--- src/rtl/cascade_stage_ctrl.sv ---
// -----------------------------------------------------------------------------
// cascade_stage_ctrl
//
// Sequences the stage loop of the cascade classifier for one detection window.
// For every stage it pulses stage_start to the feature-accumulation engine,
// reads the stage threshold from a synchronous ROM (1-cycle latency), then
// waits for the accumulated stage sum. The window either advances to the next
// stage (sum >= threshold), ends with detect (last stage passed) or ends with
// reject (any stage failed).
//
// Optional build macro: CASCADE_STAGE_CTRL_ABORT_EN
//   When defined, adds the 'abort' input. abort=1 in any non-IDLE state
//   returns the controller to IDLE on the next edge, without a done pulse,
//   and leaves detect/exit_stage untouched.
//
// Ports:
//   clk              clock
//   rst              asynchronous, active-high reset
//   start            begin a window (sampled only in IDLE)
//   abort            (macro only) cancel the current window
//   busy             high in every state except IDLE
//   stage_start      1-cycle pulse: feature engine starts stage stage_idx
//   stage_idx        current stage index
//   stage_sum        signed accumulated stage sum
//   stage_sum_valid  stage_sum valid
//   stage_sum_ready  controller accepts stage_sum (WAIT state)
//   rom_en           threshold ROM read enable
//   rom_addr         threshold ROM address
//   rom_data         signed threshold, valid the cycle after rom_en
//   done             1-cycle pulse: verdict final
//   detect           1 = window passed every stage (held until next start)
//   exit_stage       stage where evaluation ended (held until next start)
// -----------------------------------------------------------------------------
module cascade_stage_ctrl #(
    parameter int W_DATA   = 11,
    parameter int W_ADDR   = 5,
    parameter int N_STAGES = 25,
    parameter int W_SUM    = 16
) (
    input  logic              clk,
    input  logic              rst,
    input  logic              start,
`ifdef CASCADE_STAGE_CTRL_ABORT_EN
    input  logic              abort,
`endif
    output logic              busy,
    output logic              stage_start,
    output logic [W_ADDR-1:0] stage_idx,
    input  logic [W_SUM-1:0]  stage_sum,
    input  logic              stage_sum_valid,
    output logic              stage_sum_ready,
    output logic              rom_en,
    output logic [W_ADDR-1:0] rom_addr,
    input  logic [W_DATA-1:0] rom_data,
    output logic              done,
    output logic              detect,
    output logic [W_ADDR-1:0] exit_stage
);

    typedef enum logic [2:0] {
        S_IDLE,
        S_STAGE,
        S_LOAD,
        S_WAIT,
        S_DONE
    } state_t;

    localparam logic [W_ADDR-1:0] LAST_STAGE = W_ADDR'(N_STAGES - 1);

    // Signed compare at the stage-sum width; the threshold is sign-extended
    // so a negative threshold stays negative. Equality counts as a pass.
    function automatic logic stage_passes(input logic signed [W_SUM-1:0]  sum,
                                          input logic signed [W_DATA-1:0] thr);
        logic signed [W_SUM-1:0] thr_ext;
        thr_ext = W_SUM'(thr);
        return (sum >= thr_ext);
    endfunction

    state_t                    state_q, state_d;
    logic [W_ADDR-1:0]         idx_q, idx_d;
    logic signed [W_DATA-1:0]  thr_q, thr_d;
    logic                      det_q, det_d;
    logic [W_ADDR-1:0]         exit_q, exit_d;

    always_ff @(posedge clk or posedge rst) begin
        if (rst) begin
            state_q <= S_IDLE;
            idx_q   <= '0;
            thr_q   <= '0;
            det_q   <= 1'b0;
            exit_q  <= '0;
        end else begin
            state_q <= state_d;
            idx_q   <= idx_d;
            thr_q   <= thr_d;
            det_q   <= det_d;
            exit_q  <= exit_d;
        end
    end

    always_comb begin
        state_d = state_q;
        idx_d   = idx_q;
        thr_d   = thr_q;
        det_d   = det_q;
        exit_d  = exit_q;

        case (state_q)
            S_IDLE: begin
                if (start) begin
                    state_d = S_STAGE;
                    idx_d   = '0;
                    det_d   = 1'b0;
                    exit_d  = '0;
                end
            end
            S_STAGE: begin
                state_d = S_LOAD;
            end
            S_LOAD: begin
                // ROM data for the address issued in STAGE is valid now.
                thr_d   = $signed(rom_data);
                state_d = S_WAIT;
            end
            S_WAIT: begin
                if (stage_sum_valid) begin
                    if (stage_passes($signed(stage_sum), thr_q)) begin
                        if (idx_q == LAST_STAGE) begin
                            det_d   = 1'b1;
                            exit_d  = idx_q;
                            state_d = S_DONE;
                        end else begin
                            idx_d   = idx_q + W_ADDR'(1);
                            state_d = S_STAGE;
                        end
                    end else begin
                        det_d   = 1'b0;
                        exit_d  = idx_q;
                        state_d = S_DONE;
                    end
                end
            end
            S_DONE: begin
                state_d = S_IDLE;
            end
            default: begin
                state_d = S_IDLE;
            end
        endcase

`ifdef CASCADE_STAGE_CTRL_ABORT_EN
        // Abort overrides anything decided above, including a same-cycle
        // stage_sum handshake; the previous verdict outputs are preserved.
        if (abort && (state_q != S_IDLE)) begin
            state_d = S_IDLE;
            idx_d   = '0;
            thr_d   = thr_q;
            det_d   = det_q;
            exit_d  = exit_q;
        end
`endif
    end

    // All outputs decode from registered state only.
    assign busy            = (state_q != S_IDLE);
    assign stage_start     = (state_q == S_STAGE);
    assign rom_en          = (state_q == S_STAGE);
    assign rom_addr        = idx_q;
    assign stage_idx       = idx_q;
    assign stage_sum_ready = (state_q == S_WAIT);
    assign done            = (state_q == S_DONE);
    assign detect          = det_q;
    assign exit_stage      = exit_q;

endmodule
--- config.mk ---
export PLATFORM = sky130hd
export DESIGN_NAME = cascade_stage_ctrl
export DESIGN_NICKNAME = d
export VERILOG_FILES = /design/src/rtl/cascade_stage_ctrl.sv
export SDC_FILE = /design/constraint.sdc
export NUM_CORES = 1
export LEC_CHECK = 0
export BUFFER_PORTS_ARGS = -buffer_cell sky130_fd_sc_hd__buf_4
export CAP_MARGIN = 20
export CORE_AREA = 2 2 69 71
export CTS_CLUSTER_DIAMETER = 40
export DETAILED_ROUTE_END_ITERATION = 16
export DIE_AREA = 0 0 71 73
export GPL_ROUTABILITY_DRIVEN = 0
export GPL_TIMING_DRIVEN = 0
export PLACE_DENSITY = 0.65
export SLEW_MARGIN = 5
export SYNTH_ARGS = -nofsm -noshare
export SYNTH_HDL_FRONTEND = slang
export SYNTH_SLANG_ARGS = --single-unit
--- constraint.sdc ---
create_clock -name clk -period 2.48 [get_ports clk]
set_input_delay 0.744 -clock clk [delete_from_list [all_inputs] [get_ports clk]]
set_output_delay 0.744 -clock clk [all_outputs]
set_load 0.005 [all_outputs]
## Word level (Yosys, flattened, before mapping)

Cells that the tools add are included.

- Output and inout bits: 21
- Register bits after elaboration: 25

- Mux-type cells: 19
- $add $sub $neg: 1
- Order comparisons: 1
- Equality and inequality tests: 10
- Reductions and logical operators: 6

Operators by type and width:

| operator | number |
|---|---|
| 5-bit two-way mux | 7 |
| 5-bit one-hot mux with 2 select lines | 2 |
| 16-bit by 11-bit >= comparator with 1-bit output | 1 |
| 3-bit two-way mux | 4 |
| 3-bit one-hot mux with 4 select lines | 1 |
| 3-bit by 2-bit == test with 1-bit output, second input constant | 2 |
| 2-bit != test, second input constant | 3 |
| 5-bit by 1-bit adder with 5-bit output, second input constant | 1 |
| 5-bit == test, second input constant | 1 |
| 5-bit AND reduction | 1 |
| 1-bit two-way mux | 4 |
| 4-bit AND reduction | 1 |
| 3-bit by 1-bit == test with 1-bit output, second input constant | 1 |
| 3-bit == test, second input constant | 1 |
| 3-bit logical NOT | 1 |
| 3-bit by 2-bit != test with 1-bit output, second input constant | 1 |
| 3-bit nonzero test | 1 |
| 2-bit by 1-bit != test with 1-bit output, second input constant | 1 |
| 1-bit one-hot mux with 2 select lines | 1 |
| 2-bit AND reduction | 1 |
| 2-bit nonzero test | 1 |

## Logic depth before layout (Yosys ltp)

Gate-level depths: netlist of run 1.

- Word-level depth: 5
- Mapped depth: 9
- Mapped depth without buffers: 9

## Worst setup path before layout of run 1

No wires, ideal clock.

- Path kind: input port to flip-flop
- Start point: input port stage_sum[1]
- End point: register idx_q[4] (netlist: rom_addr[4])
- Cell stages on the path: 8
- Path slack: -0.096 ns
- Buffers on the path: 0
- Arrival: 2.473 ns
- Path through: ha_1 -> nor2b_4 -> o211ai_2 -> a211oi_2 -> o31ai_1 -> and2_4 -> nand2_1 -> o41ai_2

- Word-level cells in the longest chain between the ends: 3

RTL lines:

| element | RTL line | RTL |
|---|---|---|
| start: declaration | 49 | `input logic [W_SUM-1:0] stage_sum,` |
| 16-bit by 11-bit >= comparator with 1-bit output | 76 | `return (sum >= thr_ext);` |
| 2-bit by 1-bit != test with 1-bit output (no source line) | n/a |  |
| 5-bit AND reduction (no source line) | n/a |  |
| end signal: assignment | 94 | `idx_q <= idx_d;` |
| end: declaration | 80 | `logic [W_ADDR-1:0] idx_q, idx_d;` |

No other way between the ends.
A chain may end at the register's enable or synchronous reset.

## Worst setup path after layout of run 1

- Start point: register thr_q[10]
- End point: register exit_q[1] (netlist: exit_stage[1])

- Word-level cells in the longest chain between the ends: 4
- Elaborated cells on any way between the ends: 6
- Those cells by class: order compare (1); eq/ne (1); mux (3); reduce/logical (1)

RTL lines:

| element | RTL line | RTL |
|---|---|---|
| start: declaration | 81 | `logic signed [W_DATA-1:0] thr_q, thr_d;` |
| start signal: assignment | 95 | `thr_q <= thr_d;` |
| 16-bit by 11-bit >= comparator with 1-bit output (*) | 76 |  |
| 5-bit two-way mux | 127 | `if (stage_passes($signed(stage_sum), thr_q)) begin` |
| 5-bit two-way mux | 126 | `if (stage_sum_valid) begin` |
| 5-bit one-hot mux with 2 select lines | 108 | `case (state_q)` |
| end signal: assignment | 97 | `exit_q <= exit_d;` |
| end: declaration | 83 | `logic [W_ADDR-1:0] exit_q, exit_d;` |

Mark *: on every way between the ends. The rest lies on a longest branch, timed or not. The select of a mux whose other input is x is not followed.

==> run_results.csv, run 1 <==
group,metric,value,unit
route,drt_first_iter_violations,88,
global_route,gr-total-overflow,0,
power,p_int,1230,µW
global_route,grt_pass1_vias,1317,
power,combPwrFrac,0.566,
timing,setup_tns,-468,ps
setup_path,critPathKind,"flip-flop to flip-flop",
timing,rsz0062_at_grt,"true",
timing,fin_crit_sh,1.03,
die,die-area,0.00518,mm²
timing,worst_slack,-83.4,ps
clock_network,root_buffer,"clkbuf_8",
die,die_w,71,µm
setup_path,cpLargestDelayFamily,"compound AO/OA/AOI/OAI gates",
clock_network,htree_num_levels,1,
clock_network,clk_latency,260,ps
die,core,0.00454,mm²
logic_synthesis,synth_ff_type,"dfrtp_1",
setup_path,crit_arrival,2770,ps
global_route,grt_start_max_net_pins,26,
logic_synthesis,synth_seq_cells,25,
outcome,outcome,"finished with violations",
logic_synthesis,synth_fp_nets,212,
logic_synthesis,syn_inst,163,
layout,diodes,0,
placement,hpwlAfterDp,2710,µm
die,num_rows,25,
clock_network,cts_tree,"built",
logic_synthesis,ys_types,42,
route,wl,3450,µm
setup_path,start_kind,"flip-flop",
global_route,antenna_found_initial,0,
outcome,violations,"setup timing",
clock_network,cts_buffers,3,
power,p_clk_frac,0.116,
timing,maxSlewViolCount,0,
power,power,2060,µW
setup_path,worstPathCellList,"inv_1 > ha_4 > a21o_1 > a211oi_1 > o221ai_1 > or4_4 > and2_4 > a21oi_4 > a22o_1",
clock_network,ctsHoldBuffers,0,
power,sequentialPowerShare,0.319,
placement,dpl_worst_slack,-337,ps
clock_network,clock_path_buffers,2,
route,drc,0,
die,io_pins,52,
job,drv_cap,0,
timing,fmax,390,MHz
route,wl_per_cell,12.7,µm
power,p_switching,834,µW
setup_path,slowest_delay,470,ps
die,dieHeight,73,µm
power,p_leak,0.00105,µW
timing,timing.final.hold_violations,0,
die,initial_core_util,0.350,
timing,fin_crit,2560,ps
route,ant_nets,0,
layout,area_delta_synth_final,35.5,%
logic_synthesis,synthArstFlopShare,1.00,
logic_synthesis,yosys_warnings,0,
global_route,grt_usage,0.137,
layout,fin_nets,268,
timing,finalClockSkew,4.15,ps
logic_synthesis,synth_edf_count,0,
setup_path,cp-end-kind,"flip-flop",
layout,drive_gt1_frac,0.372,
power,ir_drop,0.000323,V
global_route,grt_pass1_wl,5750,µm
power,swShare,0.404,
route,dr_total_vias,1344,
logic_synthesis,syn_area,0.00159,mm²
setup_path,worstPathRequired,2690,ps
clock_network,cts_setup_buffers,0,
setup_path,path_max_fanout,7,
clock_network,cts_num_sinks,25,
power,power_density,960,mW/mm²
setup_path,path_buf_inv,1,
timing,slew_headroom,0.372,
clock_network,path_clk_slew,90,ps
route,first_pass_iters,5,
timing,worst_pin_slew,941,ps
timing,setup_viol,8,
route,viasPerCell,4.94,
logic_synthesis,yosysSeqAreaShare,0.394,
logic_synthesis,syn_area_per_cell,9.73,µm²
layout,stdcell_area,0.00215,mm²
worst_hold_path,min-delay-path-class,"flip-flop to flip-flop",
placement,dpl_cell_area,0.00210,mm²
setup_path,slowest_stage,"or4_4",
placement,numPortBuffers,51,
-- stage by stage --
| step | hold WS (ps) | cells | util |
|---|---|---|---|
| floorplan | 485 | 163 | - |
| global placement | 488 | 268 | 0.464 |
| detailed placement | 484 | 268 | 0.464 |
| CTS | 512 | 272 | 0.474 |
| global route | 529 | 272 | 0.474 |
| finish | 505 | 272 | 0.474 |
-- worst paths after layout --
| check | start | end | slack [ps] | cells after the start |
|---|---|---|---|---|
| setup / recovery | thr_q[10]$_DFFE_PP0N_ | exit_stage[1]$_DFFE_PP0P_ | -80 | 9 |
| setup reg to reg | thr_q[10]$_DFFE_PP0N_ | exit_stage[1]$_DFFE_PP0P_ | -80 | 9 |
| max in group asynchronous | rst | state_q[2]$_DFFE_PP0P_ | 1220 | 2 |
| hold reg to reg | exit_stage[1]$_DFFE_PP0P_ | exit_stage[1]$_DFFE_PP0P_ | 500 | 1 |
| hold / removal | exit_stage[1]$_DFFE_PP0P_ | exit_stage[1]$_DFFE_PP0P_ | 500 | 1 |
| min in group asynchronous | rst | thr_q[3]$_DFFE_PP0N_ | 690 | 2 |
-- state kept, by name, indices dropped and copies added, names as in the netlist --
register / flops
detect: 1
exit_stage: 5
rom_addr: 5
state_q: 3
thr_q: 11
-- cell type report --
cell class	instances	area [µm²]
timing repair buffer	51	383
sequential	25	626
tap	54	67.6
buffer	10	67.6
clock buffer	4	45.0
fill	430	2390
inverter	19	71.3
multi-input combinational	109	890
-- layout by cell type (no fill, tap or decap), types with 2 or more instances in the layout --
cell and n:
a21oi_1 7, nand4_1 4, or3_1 2, a31oi_1 2, clkbuf_8 3, ha_4 5
ha_1 13, nand3_1 2, nor2_1 4, o21ai_0 14, a22o_1 4, nand4b_1 2
a21o_1 2, buf_4 57, o221ai_1 2, inv_1 19, nor3_1 3, dfrtp_1 25
and3_1 2, o21a_1 2, nand2_1 17, clkbuf_1 4, or2_2 2
-- synth_stat cells, drive strengths merged, types with 2 or more instances --
| master | n | area, µm² |
|---|---|---|
| nand2 | 17 | 63.8 |
| nand4 | 4 | 25.0 |
| or2 | 2 | 12.5 |
| or3 | 3 | 23.8 |
| clkbuf | 3 | 11.3 |
| nor2 | 4 | 15.0 |
| o21ai | 15 | 78.8 |
| nor3 | 3 | 15.0 |
| and2 | 2 | 15.0 |
| nand4b | 2 | 17.5 |
| ha | 18 | 225 |
| a21oi | 8 | 51.3 |
| buf | 7 | 56.3 |
| dfrtp | 25 | 626 |
| a21o | 2 | 15.0 |
| o221ai | 2 | 17.5 |
| a211oi | 2 | 20.0 |
| and3 | 2 | 12.5 |
| o21a | 2 | 15.0 |
| a31oi | 2 | 12.5 |
| inv | 19 | 71.3 |
| a22o | 4 | 35.0 |
| nand3 | 3 | 27.5 |
-- worst reg2reg max path, delay by kind of cell (launching register included) --
kind	cells	cell delay [ps]
flip-flops	1	360
buffers and inverters	1	300
adder cells (fa/ha/maj)	1	270
AND/OR/NAND/NOR	2	670
AO/OA/AOI/OAI	5	900
-- metal layers --
metal  track usage  wire, µm  vias to the layer above
li1              -         -                      683
met2         0.213      1540                       42
met3        0.0166       169                        8
met1         0.196      1660                      611
met4        0.0566        77                        0
met5             0         0                        -
-- cell families (layout without fill, tap and decap cells) --
family / after synthesis / after routing / share of synthesized area
muxes: 2 / 2 / 0.0134
DFF: 25 / 25 / 0.394
AOI/OAI and AO/OA: 44 / 44 / 0.199
and+or+nand+nor: 45 / 45 / 0.164
adders and majority gates: 18 / 18 / 0.142
buffers and inverters: 29 / 84 / 0.0875
-- what timing repair did --
item                       4_1_cts  5_1_grt
setup endpoints to repair        8       12
pin swaps                        0        0
gates resized for setup          0        0
-- power by group through the flow --
stage / logic, µW / clock network [µW] / registers [µW]
after CTS: 1180 / 247 / 659
after detailed placement: 1180 / 0 / 667
after global routing: 1330 / 256 / 683
after global placement: 1160 / 0 / 664
final: 1170 / 239 / 657
after floorplan: 815 / 0 / 644
Power figures use the tool's default switching activity.
==> run 2, diff against run 1 <==
Settings changed: CTS_BUF_LIST set to sky130_fd_sc_hd__clkbuf_8.
==> run_results.csv, run 2 (synthesized netlist as in run 1, its figures left out) <==
group,metric,value,unit
clock_network,cts_resized,0,
route,wl_per_cell,12.7,µm
worst_hold_path,hp-start,"exit_stage[1]$_DFFE_PP0P_",
power,power_density,958,mW/mm²
route,first_pass_iters,5,
global_route,grt_usage,0.137,
clock_network,cts_tree,"built",
layout,regMostFlops,"thr_q",
placement,numPortBuffers,51,
route,wl,3450,µm
layout,layout_common_cells,"57 x buf_4, 25 x dfrtp_1, 20 x inv_1",
setup_path,crit_arrival,2770,ps
timing,slew_headroom,0.371,
timing,setup_tns,-472,ps
timing,maxSlewViolCount,0,
route,drt_first_iter_violations,91,
worst_hold_path,min-delay-path-class,"flip-flop to flip-flop",
power,p_int,1230,µW
setup_path,r2r_cells,9,
power,swShare,0.405,
route,viasPerCell,4.93,
clock_network,cts_setup_buffers,0,
outcome,outcome,"finished with violations",
power,ir_drop,0.000323,V
die,io_pins,52,
timing,fin_crit_sh,1.03,
setup_path,critPathKind,"flip-flop to flip-flop",
timing,worst_pin_slew,942,ps
setup_path,r2r-end,"exit_stage[1]$_DFFE_PP0P_",
clock_network,htree_num_levels,1,
clock_network,clock_path_buffers,2,
die,initial_core_util,0.350,
placement,hpwlAfterDp,2710,µm
die,core,0.00454,mm²
job,drv_cap,0,
global_route,gr-total-overflow,0,
clock_network,cts_num_sinks,25,
layout,area_delta_synth_final,35.5,%
layout,layout_commonest_cell,"buf_4",
route,dr_total_vias,1341,
clock_network,ctsHoldBuffers,0,
timing,setup_viol,8,
die,num_rows,25,
global_route,antenna_found_initial,0,
layout,largest_register_ffs,11,
layout,fin_cells,272,
outcome,violations,"setup timing",
clock_network,path_clk_slew,90,ps
power,p_clk_frac,0.114,
setup_path,start_kind,"flip-flop",
timing,rsz0062_at_grt,"true",
global_route,grt_start_max_net_pins,26,
setup_path,worstPathCellList,"inv_1 > ha_4 > a21o_1 > a211oi_1 > o221ai_1 > or4_4 > and2_4 > a21oi_4 > a22o_1",
global_route,grt_pass1_wl,5750,µm
global_route,grt_pass1_vias,1317,
power,p_leak,0.00106,µW
clock_network,clk_latency,260,ps
timing,timing.final.hold_violations,0,
placement,dp_cells,268,
layout,diodes,0,
setup_path,r2r_start,"thr_q[10]$_DFFE_PP0N_",
setup_path,slowest_stage,"or4_4",
clock_network,cts_buffers,3,
die,dieHeight,73,µm
die,die_w,71,µm
timing,finalClockSkew,3.80,ps
layout,drive_gt1_frac,0.372,
power,power,2060,µW
timing,worst_slack,-83.9,ps
power,p_switching,834,µW
route,drc,0,
setup_path,slowest_delay,470,ps
power,combPwrFrac,0.567,
setup_path,worstPathRequired,2680,ps
setup_path,path_max_fanout,7,
timing,fin_crit,2560,ps
route,ant_nets,0,
die,die-area,0.00518,mm²
worst_hold_path,hold_end,"exit_stage[1]$_DFFE_PP0P_",
setup_path,r2r_slack,-80,ps
clock_network,root_buffer,"clkbuf_8",
timing,fmax,390,MHz
power,sequentialPowerShare,0.319,
layout,fin_nets,268,
setup_path,cp-end-kind,"flip-flop",
worst_hold_path,hold_depth,1,
timing,whs,505,ps
## run 2: changes by cell type in the layout (fill, tap and decap cells not counted)
| cell | previous run | this run |
|---|---|---|
| clkbuf_1 | 4 | 3 |
| inv_1 | 19 | 20 |
## run 2: worst max-delay path: cells and delay by family, from the launching register on
family                     cells  cell delay, ps
buffers and inverters          1             300
and+or+nand+nor                2             670
adders and majority gates      1             270
AOI/OAI and AO/OA              5             890
DFF                            1             360
## run 2: per-layer routing
layer	vias up	track usage	wire length (µm)
met5	-	0	0
met4	0	0.0566	54
met3	4	0.0166	179
met2	43	0.213	1560
met1	611	0.196	1650
li1	683	-	-
## run 2: area by class of cell
type	count	area, µm²
fill	430	2390
multi-input combinational	109	890
inverter	19	71.3
buffer	10	67.6
clock buffer	3	41.3
sequential	25	626
timing repair buffer	51	383
clock inverter	1	3.75
tap	54	67.6
## run 2: metrics by stage
stage | area, µm² | setup slack (ps) | utilization
3_3_place_gp | 2100 | -339 | 0.464
3_5_place_dp | 2100 | -337 | 0.464
5_1_grt | 2150 | -230 | 0.474
6_report | 2150 | -83.9 | 0.474
2_1_floorplan | 1650 | -59.6 | -
4_1_cts | 2150 | -94.1 | 0.474
## run 2: power groups by stage
stage	logic, µW	clock network [µW]	registers [µW]
2_1_floorplan	815	0	644
3_3_place_gp	1160	0	664
3_5_place_dp	1180	0	667
4_1_cts	1180	243	659
5_1_grt	1330	252	683
6_report	1170	234	657
## run 2: worst max-delay path by stage
stage / from / to / slack [ps] / cells past startpoint
floorplan: stage_sum[14] / rom_addr[1]$_DFFE_PP0P_ / -60 / 8
global placement: stage_sum[14] / rom_addr[1]$_DFFE_PP0P_ / -340 / 9
detailed placement: stage_sum[14] / rom_addr[1]$_DFFE_PP0P_ / -340 / 9
CTS: thr_q[10]$_DFFE_PP0N_ / exit_stage[1]$_DFFE_PP0P_ / -90 / 9
global route: thr_q[10]$_DFFE_PP0N_ / exit_stage[1]$_DFFE_PP0P_ / -230 / 9
finish: thr_q[10]$_DFFE_PP0N_ / exit_stage[1]$_DFFE_PP0P_ / -80 / 9
